File: src/rtl/counter_scheduler_pkg.sv
// counter_scheduler_pkg
// Shared definitions for the counter scheduler: FSM state encoding, default
// sizing and the index-width helper used for requester indices (ptr, done_id).

package counter_scheduler_pkg;

  // Default sizing: four requesters sharing one 8-bit run counter.
  localparam int DEF_N_REQ = 4;
  localparam int DEF_CNT_W = 8;

  // Scheduler FSM: idle/arbitrate, count a run, one-cycle completion pulse.
  typedef enum logic [1:0] {
    IDLE = 2'd0,
    RUN  = 2'd1,
    DONE = 2'd2
  } state_e;

  // Width of a requester index; never below one bit so a single-requester
  // build still has a legal vector.
  function automatic int idx_w(input int n);
    return (n > 1) ? $clog2(n) : 1;
  endfunction

endpackage

File: src/rtl/counter_scheduler_rr.sv
// rr_arbiter
// Combinational round-robin arbiter. The search starts at index ptr and
// walks upward, wrapping modulo N_REQ; the first pending request wins and is
// reported one-hot (all zero when nothing is pending).
// Build option: COUNTER_SCHEDULER_PRIO0_EN gives requester 0 absolute
// priority over the rotating search whenever it is pending.

module rr_arbiter
  import counter_scheduler_pkg::*;
#(
  parameter int N_REQ = DEF_N_REQ
) (
  input  logic [N_REQ-1:0]        req,
  input  logic [idx_w(N_REQ)-1:0] ptr,
  output logic [N_REQ-1:0]        winner
);

  localparam int IW = idx_w(N_REQ);

  // Rotating priority scan from ptr, optionally overridden by requester 0.
  always_comb begin
    int            pos;
    logic [IW-1:0] idx;
    logic          found;
    // NOTE: every variable assigned in a combinational block gets a value on
    // entry; a path that leaves one unassigned would infer a latch.
    winner = '0;
    found  = 1'b0;
    pos    = 0;
    idx    = '0;
    for (int k = 0; k < N_REQ; k++) begin
      pos = int'(ptr) + k;
      if (pos >= N_REQ) begin
        pos = pos - N_REQ;
      end
      idx = IW'(pos);
      if (!found && req[idx]) begin
        winner[idx] = 1'b1;
        found       = 1'b1;
      end
    end
`ifdef COUNTER_SCHEDULER_PRIO0_EN
    if (req[0]) begin
      winner    = '0;
      winner[0] = 1'b1;
    end
`else
`endif
  end

endmodule

File: src/rtl/counter_scheduler.sv
// counter_scheduler
// One up-counter shared by N_REQ requesters. From IDLE a round-robin winner
// is granted the counter, its run length is latched, and the counter runs
// 0..len-1 (len 0 acts as 1). A normal finish spends one DONE cycle with a
// done pulse and the owner's index; the owner dropping its request aborts
// the run silently. Arbitration only happens in IDLE, and not on the first
// edge after reset release.
// Build option: COUNTER_SCHEDULER_PRIO0_EN makes a pending requester 0 win
// every arbitration and leaves the rotation pointer untouched on its grants.

module counter_scheduler
  import counter_scheduler_pkg::*;
#(
  parameter int N_REQ = DEF_N_REQ,
  parameter int CNT_W = DEF_CNT_W
) (
  input  logic                      c,
  input  logic                      rst_n,
  input  logic [N_REQ-1:0]          req,
  input  logic [N_REQ*CNT_W-1:0]    len,
  output logic [N_REQ-1:0]          grant,
  output logic [CNT_W-1:0]          count,
  output logic                      busy,
  output logic                      done,
  output logic [idx_w(N_REQ)-1:0]   done_id
);

  localparam int                IW       = idx_w(N_REQ);
  localparam logic [IW-1:0]     LAST_IDX = IW'(N_REQ - 1);
  localparam logic [IW-1:0]     IDX_ONE  = IW'(1);
  localparam logic [CNT_W-1:0]  CNT_ONE  = CNT_W'(1);

  state_e           state_q, state_d;
  logic [IW-1:0]    ptr_q, ptr_d;
  logic [IW-1:0]    owner_q, owner_d;
  logic [CNT_W-1:0] count_q, count_d;
  logic [CNT_W-1:0] len_q, len_d;
  logic             armed_q;

  logic [N_REQ-1:0] win_oh;
  logic [IW-1:0]    win_idx;
  logic [CNT_W-1:0] win_len;
  logic [CNT_W-1:0] len_arr [N_REQ];

  // Per-requester view of the packed length bus.
  for (genvar g = 0; g < N_REQ; g++) begin : g_len
    assign len_arr[g] = len[g*CNT_W +: CNT_W];
  end

  rr_arbiter #(
    .N_REQ (N_REQ)
  ) u_arb (
    .req    (req),
    .ptr    (ptr_q),
    .winner (win_oh)
  );

  // Convert the arbiter's one-hot winner into a requester index.
  always_comb begin
    win_idx = '0;
    for (int i = 0; i < N_REQ; i++) begin
      if (win_oh[i]) begin
        win_idx = IW'(i);
      end
    end
  end

  assign win_len = len_arr[win_idx];

  // Next-state logic: arbitration in IDLE, counting/abort in RUN, DONE lasts one cycle.
  always_comb begin
    state_d = state_q;
    ptr_d   = ptr_q;
    owner_d = owner_q;
    count_d = count_q;
    len_d   = len_q;
    unique case (state_q)
      IDLE: begin
        if (armed_q && (|req)) begin
          state_d = RUN;
          owner_d = win_idx;
          count_d = '0;
          // A zero length still costs one counting cycle.
          len_d   = (win_len == '0) ? CNT_ONE : win_len;
`ifdef COUNTER_SCHEDULER_PRIO0_EN
          if (win_idx != '0) begin
            ptr_d = (win_idx == LAST_IDX) ? '0 : win_idx + IDX_ONE;
          end
`else
          ptr_d   = (win_idx == LAST_IDX) ? '0 : win_idx + IDX_ONE;
`endif
        end
      end
      RUN: begin
        // Losing the owner's request takes precedence over completing.
        if (!req[owner_q]) begin
          state_d = IDLE;
          count_d = '0;
        end else if (count_q == (len_q - CNT_ONE)) begin
          state_d = DONE;
        end else begin
          count_d = count_q + CNT_ONE;
        end
      end
      DONE: begin
        state_d = IDLE;
      end
      default: begin
        state_d = IDLE;
      end
    endcase
  end

  // State, pointer, owner, counter and length registers.
  always_ff @(posedge c or negedge rst_n) begin
    if (!rst_n) begin
      state_q <= IDLE;
      ptr_q   <= '0;
      owner_q <= '0;
      count_q <= '0;
      len_q   <= '0;
    end else begin
      // NOTE: clocked state uses non-blocking assignments so every register
      // samples the pre-edge values regardless of statement order.
      state_q <= state_d;
      ptr_q   <= ptr_d;
      owner_q <= owner_d;
      count_q <= count_d;
      len_q   <= len_d;
    end
  end

  // Hold off arbitration for the first edge after reset release.
  always_ff @(posedge c or negedge rst_n) begin
    if (!rst_n) begin
      armed_q <= 1'b0;
    end else begin
      armed_q <= 1'b1;
    end
  end

  // Grant is the owner's one-hot bit, asserted only while a run is counting.
  always_comb begin
    grant = '0;
    if (state_q == RUN) begin
      grant[owner_q] = 1'b1;
    end
  end

  assign busy    = (state_q == RUN);
  assign done    = (state_q == DONE);
  assign done_id = done ? owner_q : '0;
  assign count   = count_q;

endmodule

File: config.mk
export PLATFORM = sky130hd
export DESIGN_NAME = counter_scheduler
export DESIGN_NICKNAME = d
export VERILOG_FILES = /design/src/rtl/counter_scheduler_pkg.sv /design/src/rtl/counter_scheduler_rr.sv /design/src/rtl/counter_scheduler.sv
export SDC_FILE = /design/constraint.sdc
export NUM_CORES = 1
export LEC_CHECK = 0
export CORE_MARGIN = 5
export CORE_UTILIZATION = 49
export CTS_CLUSTER_SIZE = 30
export DETAILED_ROUTE_END_ITERATION = 7
export HOLD_SLACK_MARGIN = 0.03
export PLACE_DENSITY = 0.81
export REMOVE_ABC_BUFFERS = 1
export SLEW_MARGIN = 20
export SYNTH_ARGS = -nofsm -noshare
export SYNTH_HDL_FRONTEND = slang
export SYNTH_SLANG_ARGS = --single-unit
File: constraint.sdc
create_clock -name c -period 4.29 [get_ports c]
set_input_delay 0.429 -clock c [delete_from_list [all_inputs] [get_ports c]]
set_output_delay 0.429 -clock c [all_outputs]
set_load 0.02 [all_outputs]
==> report_table.html <==
<table>
<tr><th>Metric</th><th>Value</th></tr>
<tr><th colspan="2">Global routing</th></tr>
<tr><td>Via count of the first global-routing pass</td><td>roughly 1,900</td></tr>
<tr><td>GRT Util Overall</td><td>0.202</td></tr>
<tr><td>Number of antenna violations at the first check in global routing</td><td>0</td></tr>
<tr><td>Global-route congestion overflow total</td><td>0</td></tr>
<tr><td>Global-route wire length before repair</td><td>8.74 mm</td></tr>
<tr><td>Maximum number of pins on one net before global-route repair</td><td>24</td></tr>
<tr><th colspan="2">Clocking</th></tr>
<tr><td>Longest Clk Path Bufs</td><td>2</td></tr>
<tr><td>Number of clock sinks seen by CTS</td><td>23</td></tr>
<tr><td>Total clock buffers created by CTS</td><td>3</td></tr>
<tr><td>Clk Latency, worst-skew pair</td><td>0.27 ns</td></tr>
<tr><td>Count of instances resized after the clock tree is built</td><td>0</td></tr>
<tr><td>Number of post-CTS setup repair buffers</td><td>0</td></tr>
<tr><td>Clock tree from TritonCTS</td><td>built</td></tr>
<tr><td>H-Tree Depth</td><td>1</td></tr>
<tr><td>Clock root buffer master</td><td>sky130_fd_sc_hd__clkbuf_8</td></tr>
<tr><td>Post-CTS Hold Buffers</td><td>0</td></tr>
<tr><td>Clock slew at reported path FFs</td><td>around 0.080 ns</td></tr>
<tr><th colspan="2">Floorplanning</th></tr>
<tr><td>Die Ht</td><td>approximately 74 um</td></tr>
<tr><td>Floorplan die width</td><td>approximately 74 um</td></tr>
<tr><td>Core region area</td><td>4000 um2</td></tr>
<tr><td>Top Ports</td><td>between 50 and 60</td></tr>
<tr><td>Starting Density</td><td>0.505</td></tr>
<tr><td>DIE AREA</td><td>approximately 5500 um2</td></tr>
<tr><td>Number of standard-cell rows in the floorplan</td><td>23</td></tr>
<tr><th colspan="2">Yosys</th></tr>
<tr><td>Sequential element share of the synthesized area</td><td>0.285</td></tr>
<tr><td>Share of cell area taken by muxes after synthesis</td><td>0.0515</td></tr>
<tr><td>Post-Synthesis Mean Instance Area</td><td>~8.4 um2</td></tr>
<tr><td>Main combinational cell family by area after synthesis</td><td>simple AND/OR/NAND/NOR gates</td></tr>
<tr><td>Post-Synth Adder-Cell Area</td><td>0.0558</td></tr>
<tr><td>Number of enable-type register cells in the synthesized netlist</td><td>0</td></tr>
<tr><td>Number of instances in the synthesized netlist</td><td>about 240</td></tr>
<tr><td>Warnings from Yosys</td><td>0</td></tr>
<tr><td>Number of distinct library cell variants in the gate-level netlist after synthesis</td><td>57</td></tr>
<tr><td>Main flop type after synthesis</td><td>sky130_fd_sc_hd__dfrtp_1</td></tr>
<tr><td>Share of Yosys cell area claimed by the top area cell type</td><td>0.285</td></tr>
<tr><td>Simple-gate area share of the yosys netlist</td><td>0.260</td></tr>
<tr><td>Share of async-settable or async-resettable flops after synthesis</td><td>1.00</td></tr>
<tr><td>Post-synthesis cell area</td><td>about 2000 um2</td></tr>
<tr><td>Leading area contributor after synthesis</td><td>sky130_fd_sc_hd__dfrtp_1</td></tr>
<tr><td>Xor-xnor portion of the synthesized cell area</td><td>0.0651</td></tr>
<tr><td>Top cells by area, synth</td><td>sky130_fd_sc_hd__dfrtp_1 (29%), sky130_fd_sc_hd__ha_1 (5.6%), sky130_fd_sc_hd__nor2_1 (5.6%), sky130_fd_sc_hd__xnor2_1 (5.2%), sky130_fd_sc_hd__nand2_1 (3.7%)</td></tr>
<tr><td>Area fraction in compound gates after synthesis</td><td>0.234</td></tr>
<tr><td>Seq cells post-synth</td><td>23</td></tr>
<tr><th colspan="2">Pwr</th></tr>
<tr><td>Overall power of the completed layout</td><td>about 1600 uW</td></tr>
<tr><td>Int Power</td><td>826 uW</td></tr>
<tr><td>Leakage power</td><td>0.00105 uW</td></tr>
<tr><td>Relative contribution of the clock network to total power</td><td>0.084</td></tr>
<tr><td>Pwr per Cell Area</td><td>a little over 600 nW/um2</td></tr>
<tr><td>Sequential share of power</td><td>0.250</td></tr>
<tr><td>Relative contribution of combinational cells to total power</td><td>0.666</td></tr>
<tr><td>Maximum vdd drop</td><td>about 380 uV</td></tr>
<tr><td>Switching fraction of total power</td><td>0.488</td></tr>
<tr><td>Switching component of the power</td><td>between 700 and 800 uW</td></tr>
<tr><th colspan="2">Place</th></tr>
<tr><td>Port Buffers</td><td>between 50 and 60</td></tr>
<tr><td>Gp weighted congestion</td><td>0.867</td></tr>
<tr><td>Cell count after placement</td><td>around 330</td></tr>
<tr><td>Placement Setup Slack</td><td>about 0.77 ns</td></tr>
<tr><td>HPWL after detailed placement</td><td>just over 4 mm</td></tr>
<tr><th colspan="2">STA</th></tr>
<tr><td>Crit path setup slack, layout</td><td>around 0.76 ns</td></tr>
<tr><td>Number of endpoints with negative hold slack in the final report</td><td>0</td></tr>
<tr><td>Final Cycle Share</td><td>0.822</td></tr>
<tr><td>Final number of max-transition violations</td><td>0</td></tr>
<tr><td>Clock period minus worst slack</td><td>3.53 ns</td></tr>
<tr><td>Max Clock Skew</td><td>between 0.005 and 0.006 ns</td></tr>
<tr><td>Final setup vio count</td><td>0</td></tr>
<tr><td>Slew margin rel.</td><td>0.569</td></tr>
<tr><td>Slew at the pin closest to its max-slew limit</td><td>0.646 ns</td></tr>
<tr><td>Setup repair after global routing missed its margin</td><td>no</td></tr>
<tr><td>Max Freq</td><td>around 280 MHz</td></tr>
<tr><td>Setup total negative slack</td><td>0 ns</td></tr>
<tr><th colspan="2">Flow run</th></tr>
<tr><td>Maxcap violations</td><td>0</td></tr>
<tr><th colspan="2">Setup path</th></tr>
<tr><td>Worst setup path class</td><td>register to register</td></tr>
<tr><td>Arrival time of the worst setup path</td><td>~3.7 ns</td></tr>
<tr><td>CP Launch Type</td><td>register</td></tr>
<tr><td>R2R setup slack</td><td>roughly 0.76 ns</td></tr>
<tr><td>Biggest fanout along the worst timing path</td><td>16</td></tr>
<tr><td>Required time worst endpoint</td><td>around 4.5 ns</td></tr>
<tr><td>Kind of end point of the critical path</td><td>register</td></tr>
<tr><th colspan="2">Outcome</th></tr>
<tr><td>Run status</td><td>finished, final reports clean</td></tr>
<tr><th colspan="2">Detailed routing</th></tr>
<tr><td>Total wire length</td><td>roughly 5.3 mm</td></tr>
<tr><td>DRT iter0 DRCs</td><td>between 100 and 150</td></tr>
<tr><td>Total number of vias</td><td>roughly 2,000</td></tr>
<tr><td>Length of the first detailed-routing pass in iterations</td><td>4</td></tr>
<tr><td>Remaining antenna violation count</td><td>0</td></tr>
<tr><td>Average routed wire per standard cell</td><td>15.8 um</td></tr>
<tr><td>Routed via count divided by cell count</td><td>around 6</td></tr>
<tr><td>Post-route DRC</td><td>0</td></tr>
<tr><th colspan="2">Layout</th></tr>
<tr><td>Leading cell types in the layout, fill and taps excluded</td><td>sky130_fd_sc_hd__clkdlybuf4s50_1 (52), sky130_fd_sc_hd__nor2_1 (30), sky130_fd_sc_hd__dfrtp_1 (23)</td></tr>
<tr><td>Relative area change from synthesis to final layout</td><td>29.0%</td></tr>
<tr><td>Most common cell after layout, fill and taps aside</td><td>sky130_fd_sc_hd__clkdlybuf4s50_1</td></tr>
<tr><td>Finished Core Util</td><td>0.651</td></tr>
<tr><td>Antenna diode instance count</td><td>0</td></tr>
<tr><td>Share of cells above drive strength 1</td><td>0.0557</td></tr>
<tr><td>Final cell count without fillers</td><td>around 340</td></tr>
<tr><td>Layout net count</td><td>335</td></tr>
<tr><th colspan="2">Min path</th></tr>
<tr><td>Classification of the worst-slack hold path</td><td>input pin to async pin</td></tr>
</table>
==> logic make-up after synthesis <==
group,after synthesis
simple gates,103
compound gates,62
flops,23
buf+inv,20
xor+xnor,15
fa+ha+maj,9
mux,6
other cells,1
==> critical path, cell delays in order (launching register included) <==
cell and delay, ns:
sky130_fd_sc_hd__dfrtp_1 0.65, sky130_fd_sc_hd__inv_1 0.15, sky130_fd_sc_hd__ha_1 0.38, sky130_fd_sc_hd__mux4_2 0.58, sky130_fd_sc_hd__or4b_1 0.56, sky130_fd_sc_hd__and3_1 0.31, sky130_fd_sc_hd__mux2_4 0.34, sky130_fd_sc_hd__o211ai_2 0.17
sky130_fd_sc_hd__o211ai_1 0.13, sky130_fd_sc_hd__o31ai_2 0.17
==> power groups by stage <==
stage / Sequential (uW) / Combinational [uW] / Clock [uW]
after floorplan: 385 / 782 / 0
after global placement: 403 / 1040 / 0
after detailed placement: 407 / 1070 / 0
after CTS: 403 / 1070 / 139
after global routing: 421 / 1190 / 149
final: 403 / 1070 / 136
==> registers in the layout, indices dropped and copies added (netlist names) <==
| register | flops |
|---|---|
| armed_q | 1 |
| count | 8 |
| len_q | 8 |
| owner_q | 2 |
| ptr_q | 2 |
| state_q | 2 |
==> synthesized netlist by cell type (3+ instances only) <==
library cell and instances:
sky130_fd_sc_hd__buf_2 4, sky130_fd_sc_hd__nand3_1 7, sky130_fd_sc_hd__xnor2_1 12, sky130_fd_sc_hd__o31ai_1 6
sky130_fd_sc_hd__a221o_1 3, sky130_fd_sc_hd__o21a_1 3, sky130_fd_sc_hd__a21oi_1 8, sky130_fd_sc_hd__a221oi_1 4
sky130_fd_sc_hd__nor3_1 12, sky130_fd_sc_hd__o31a_1 5, sky130_fd_sc_hd__o21ai_0 11, sky130_fd_sc_hd__a311oi_1 3
sky130_fd_sc_hd__xor2_1 3, sky130_fd_sc_hd__mux4_2 3, sky130_fd_sc_hd__nand4_1 6, sky130_fd_sc_hd__nand2_1 20
sky130_fd_sc_hd__or3_1 3, sky130_fd_sc_hd__ha_1 9, sky130_fd_sc_hd__dfrtp_1 23, sky130_fd_sc_hd__inv_1 10
sky130_fd_sc_hd__nor2_1 30, sky130_fd_sc_hd__clkbuf_1 4, sky130_fd_sc_hd__and3_1 6
==> layout make-up <==
type / instances / area, um2
clock inverters: 1 / 5.00
fillers: 352 / 1400
flip-flops and latches: 23 / 576
clock buffers: 3 / 41.3
inverters: 10 / 37.5
repair buffers: 54 / 533
multi-input cells: 196 / 1350
well taps: 50 / 62.6
==> layer usage <==
layer  GRT usage  vias to the layer above  share of wire
met5           0                        -              0
met4      0.0563                        0          0.011
met3      0.0378                       10          0.066
met2       0.339                       60           0.48
met1       0.265                      953           0.44
li1            -                      989              -
==> final timing paths <==
check | start | end | depth (start not counted)
min | rst_n | count[1] | 1
min in group c | len_q[7] | len_q[7] | 2
max reg2reg | ptr_q[0] | len_q[0] | 9
min reg2reg | len_q[7] | len_q[7] | 2
max | ptr_q[0] | len_q[0] | 9
max in group asynchronous | rst_n | ptr_q[1] | 1
==> through the flow <==
step	instance area [um2]	hold WS (ns)
floorplan	1960	0.133
global placement	2560	0.496
detailed placement	2560	0.505
CTS	2610	0.525
global route	2600	0.173
finish	2600	0.128
(Power assumes the default switching activity.)
==> edit 1, RTL diff (same flow settings) <==
Add a define of `COUNTER_SCHEDULER_PRIO0_EN`.
--- a/src/rtl/counter_scheduler_rr.sv
+++ b/src/rtl/counter_scheduler_rr.sv
@@ -6,2 +6,4 @@
 // priority over the rotating search whenever it is pending.
+
+`define COUNTER_SCHEDULER_PRIO0_EN
 
Check against the original RTL: not equivalent (a bounded check fails within 10 cycles, from zero or initial values and one cycle with rst_n low).
==> edit 1 against the unedited design <==
  * Worst setup slack worse by 0.21 ns
  * Sequential cell count unchanged
  * Cell area up 10%
  * Count of clock-buffer cells in the layout unchanged
  * Clock skew down 0.0015 ns
  * Synthesized area up 14%
  * Power up 13%
  * Routed wire length up 2.4%
  * Highest routed layer unchanged
==> edit 1: results (changes against the unedited design) <==
status -> complete, no violations
Critical Path AT -> 3.92 ns (+0.21 ns)
DP Area -> 2820 µm² (+10%)
crit path max fanout -> 21 (+5)
Min Hold Slack -> 0.520 ns (+0.392 ns)
detailed-route via count -> 2127 (+5.7%)
Leakage Power -> 0.00111 µW (+6.2%)
drt total wl -> 5450 µm (+2.4%)
Max VDD drop -> 0.360 mV (-5.1%)
first-pass GRT wire length -> 9330 µm (+6.7%)
r2r setup slk -> 0.55 ns (-0.21 ns)
dominant cells by area after synthesis -> dfrtp_1, ha_1, nand2_1, xor2_1, mux2i_1
worst r2r path cells -> 10 (+1)
Initial DRC Count -> 92 (-11%)
postcts setup bufs -> 0 (unchanged)
Final GP Congestion -> 0.970 (+12%)
Total GRT Usage -> 0.182 (-0.0198)
HPWL after DPL -> 4420 µm (+6.7%)
H-tree Lvls -> 1 (unchanged)
Warnings, synthesis -> 0 (unchanged)
Async SR Flop Fraction -> 1.00 (unchanged)
worst hold path class -> flop to flop
vias in the first global route -> 2035 (+5.1%)
Post-synth top flop -> dfrtp_1
Skew-Pair Late Insertion Delay -> 0.27 ns (about the same)
skew final -> 0.00370 ns (-0.00145 ns)
CTS Buf Count -> 3 (unchanged)
largest net degree at the start of global routing -> 24 (unchanged)
ant diodes -> 0 (unchanged)
Worst Hold Path EP -> len_q[7]
top cells by count, synth -> nand2_1, dfrtp_1, nor2_1
slew of the pin with the lowest slew margin -> 0.951 ns (+0.304 ns)
drt first pass iters -> 5 (+1)
Clock Tree Buf Depth -> 2 (unchanged)
Place WS -> 0.574 ns (-0.197 ns)
fraction of layout cells with a size suffix above 1 -> 0.107 (+0.0509)
sequential area share after synthesis -> 0.251 (-0.0342)
initial antenna violation count -> 0 (unchanged)
synth unique cells -> 69 (+21%)
nets -> 349 (+4.2%)
[edit 1: report_power, final]
| group | switching, µW | internal (µW) | leakage, µW |
|---|---|---|---|
| Combinational | 699 | 561 | 0.000796 |
| Sequential | 133 | 285 | 0.000296 |
| Clock | 69.2 | 65.7 | 0.0000217 |
| Total | 901 | 912 | 0.00111 |
[edit 1: worst max-delay path by stage]
stage,start,to,slack (ns),depth (start not counted)
after detailed placement,ptr_q[0],len_q[0],0.57,10
after global placement,ptr_q[0],len_q[0],0.68,10
final,ptr_q[0],len_q[0],0.55,10
after global routing,ptr_q[0],len_q[0],0.27,10
after floorplan,ptr_q[0],len_q[0],1.05,10
after CTS,ptr_q[0],len_q[0],0.57,10
[edit 1: kinds of logic after synthesis]
kind of cell | count (synthesis) | synth area share
xor gates and xnor gates | 13 | 0.0496
adders and majority gates | 10 | 0.0546
muxes | 18 | 0.0977
DFF | 23 | 0.251
and+or+nand+nor | 104 | 0.248
other | 1 | 0.00164
buffers and inverters | 23 | 0.0496
AOI/OAI and AO/OA | 64 | 0.248
[edit 1: critical path, cell delays in order (launching register included)]
cell       delay [ns]
dfrtp_1          0.74
inv_1            0.27
ha_1             0.51
mux2_2           0.39
a22o_1           0.22
a211o_4          0.29
a21oi_4          0.36
a31oi_4          0.18
o2111ai_1        0.31
nand4_1          0.15
o31ai_2          0.23
[edit 1: final cells by class]
type	instances	area (µm²)
Clock buffer	3	41.3
Clock inverter	1	7.51
Fill cell	409	1580
Inverter	9	33.8
Multi-Input combinational cell	210	1600
Sequential cell	23	576
Tap cell	52	65.1
Timing Repair Buffer	54	538
[edit 1: per-stage QoR]
step	std cells	power [µW]	utilization
floorplan	242	1360	-
global placement	348	1640	0.634
detailed placement	348	1670	0.634
CTS	352	1810	0.645
global route	352	1970	0.645
finish	352	1810	0.645
[edit 1: routing by layer]
| metal | share of wire | track usage | wire (µm) | vias to the layer above |
|---|---|---|---|---|
| met1 | 0.46 | 0.237 | 2500 | 1014 |
| li1 | - | - | - | 1056 |
| met2 | 0.49 | 0.309 | 2670 | 55 |
| met4 | 0.0035 | 0.0490 | 19 | 0 |
| met3 | 0.048 | 0.0343 | 260 | 2 |
| met5 | 0 | 0 | 0 | - |
==> edit 2, RTL diff (same settings) <==
Without the edit above. The 3 states of `state_e` get a one-hot encoding in 3 bits.
--- a/src/rtl/counter_scheduler_pkg.sv
+++ b/src/rtl/counter_scheduler_pkg.sv
@@ -11,6 +11,6 @@
   // Scheduler FSM: idle/arbitrate, count a run, one-cycle completion pulse.
-  typedef enum logic [1:0] {
-    IDLE = 2'd0,
-    RUN  = 2'd1,
-    DONE = 2'd2
+  typedef enum logic [2:0] {
+    IDLE = 3'b001,
+    RUN  = 3'b010,
+    DONE = 3'b100
   } state_e;
Check against the original RTL: no difference found for any inputs over 10 cycles, from zero or initial values and one cycle with rst_n low; not proved beyond that.
==> edit 2 against the unedited design <==
  * Power shrank 2.9%
  * Routed wire length decreased by 4.5%
  * Sequential cell count increased by 1
  * Cell area down 1.9%
  * Worst setup slack lost 0.16 ns
  * Via count shrank 9.0%
  * Synthesized area decreased by 4.1%
  * Critical path type unchanged
  * Critical endpoint unchanged
  * Highest routed layer unchanged
==> edit 2: results (changes against the unedited design) <==
vias per cell -> 5.87 (-1.7%)
combinational share of power -> 0.621 (-0.045)
mux share of post-synthesis cell area -> 0.0937 (+0.0423)
fillers -> 319 (-9.4%)
H-tree Lvls -> 1 (unchanged)
Total GRT Usage -> 0.197 (-0.00497)
Slew headroom -> 0.529 (-0.0400)
skew final -> 0.00166 ns (-0.00350 ns)
area fraction in compound gates after synthesis -> 0.151 (-0.0831)
worst r2r path cells -> 10 (+1)
HPWL after DPL -> 4050 µm (-2.4%)
Post-synth EDFFs -> 0 (unchanged)
drt first pass iters -> 5 (+1)
WL met2 -> 2520 µm (-1.8%)
wire length per cell after detailed routing -> 16.3 µm (+3.2%)
sequential power share -> 0.253 (+0.003)
Seq group -> 395 µW (-2%)
Place WS -> 0.688 ns (-0.0828 ns)
WL met3 -> 265 µm (-25%)
CTS root buf -> clkbuf_8
largest net degree at the start of global routing -> 25 (+4.2%)
XOR/XNOR Fraction of Synth Area -> 0.0814 (+0.0164)
post-synthesis cell count -> 213 (-11%)
Max VDD drop -> 0.328 mV (-13%)
met1 usage -> 0.265 (about the same)
fraction of layout cells with a size suffix above 1 -> 0.0606 (+0.00486)
M1 WL -> 2250 µm (-4.1%)
Critical Path AT -> 3.87 ns (+0.16 ns)
reg2reg end -> len_q[0]
CTS Buf Count -> 3 (unchanged)
routing usage on met3 -> 0.00826 (-0.0296)
dominant cells by area after synthesis -> dfrtp_1, ha_1, xor2_1, nand2_1, xnor2_1
Adder-Cell Fraction of Synth Area -> 0.0582 (+0.00238)
top cells by count, synth -> dfrtp_1, nand2_1, nor2_1
Warnings, synthesis -> 0 (unchanged)
r2r setup slk -> 0.61 ns (-0.16 ns)
status -> complete, no violations
GRT met2 Usage -> 0.352 (+0.0131)
f_max -> 0.272 GHz (-4.2%)
sequential area share after synthesis -> 0.311 (+0.0257)
vias in the first global route -> 1787 (-7.7%)
Int Pwr -> 848 µW (+2.7%)
crit path max fanout -> 10 (-6)
drt total wl -> 5080 µm (-4.5%)
Leakage Power -> 0.00108 µW (+2.8%)
first-pass GRT wire length -> 8300 µm (-5.1%)
Async SR Flop Fraction -> 1.00 (unchanged)
Final GP Congestion -> 0.878 (+1.3%)
synth unique cells -> 51 (-11%)
Initial DRC Count -> 110 (+6.8%)
Resized Gates After CTS -> 0 (unchanged)
edit 2: cell type report:
class,instances,area [µm²],area share
timing repair buffer,54,533,0.209
sequential,24,602,0.236
tap,48,60.1,0.0235
multi-input combinational,173,1250,0.491
clock inverter,1,30.0,0.0118
clock buffer,3,41.3,0.0162
inverter,9,33.8,0.0132
edit 2: worst max-delay path, stage by stage (launching register included):
cell and delay (ns):
dfrtp_1 0.59, inv_1 0.15, ha_1 0.34, mux4_1 0.66, nor4b_2 0.42, a2111o_1 0.39, and3_1 0.41, nand3b_1 0.15
a22oi_1 0.21, nand4_1 0.11, a31oi_1 0.17
edit 2: through the flow:
stage | cell area (µm²) | hold WS, ns
after floorplan | 1880 | 0.133
after global placement | 2490 | 0.499
after detailed placement | 2490 | 0.508
after CTS | 2560 | 0.527
after global routing | 2550 | 0.181
final | 2550 | 0.121
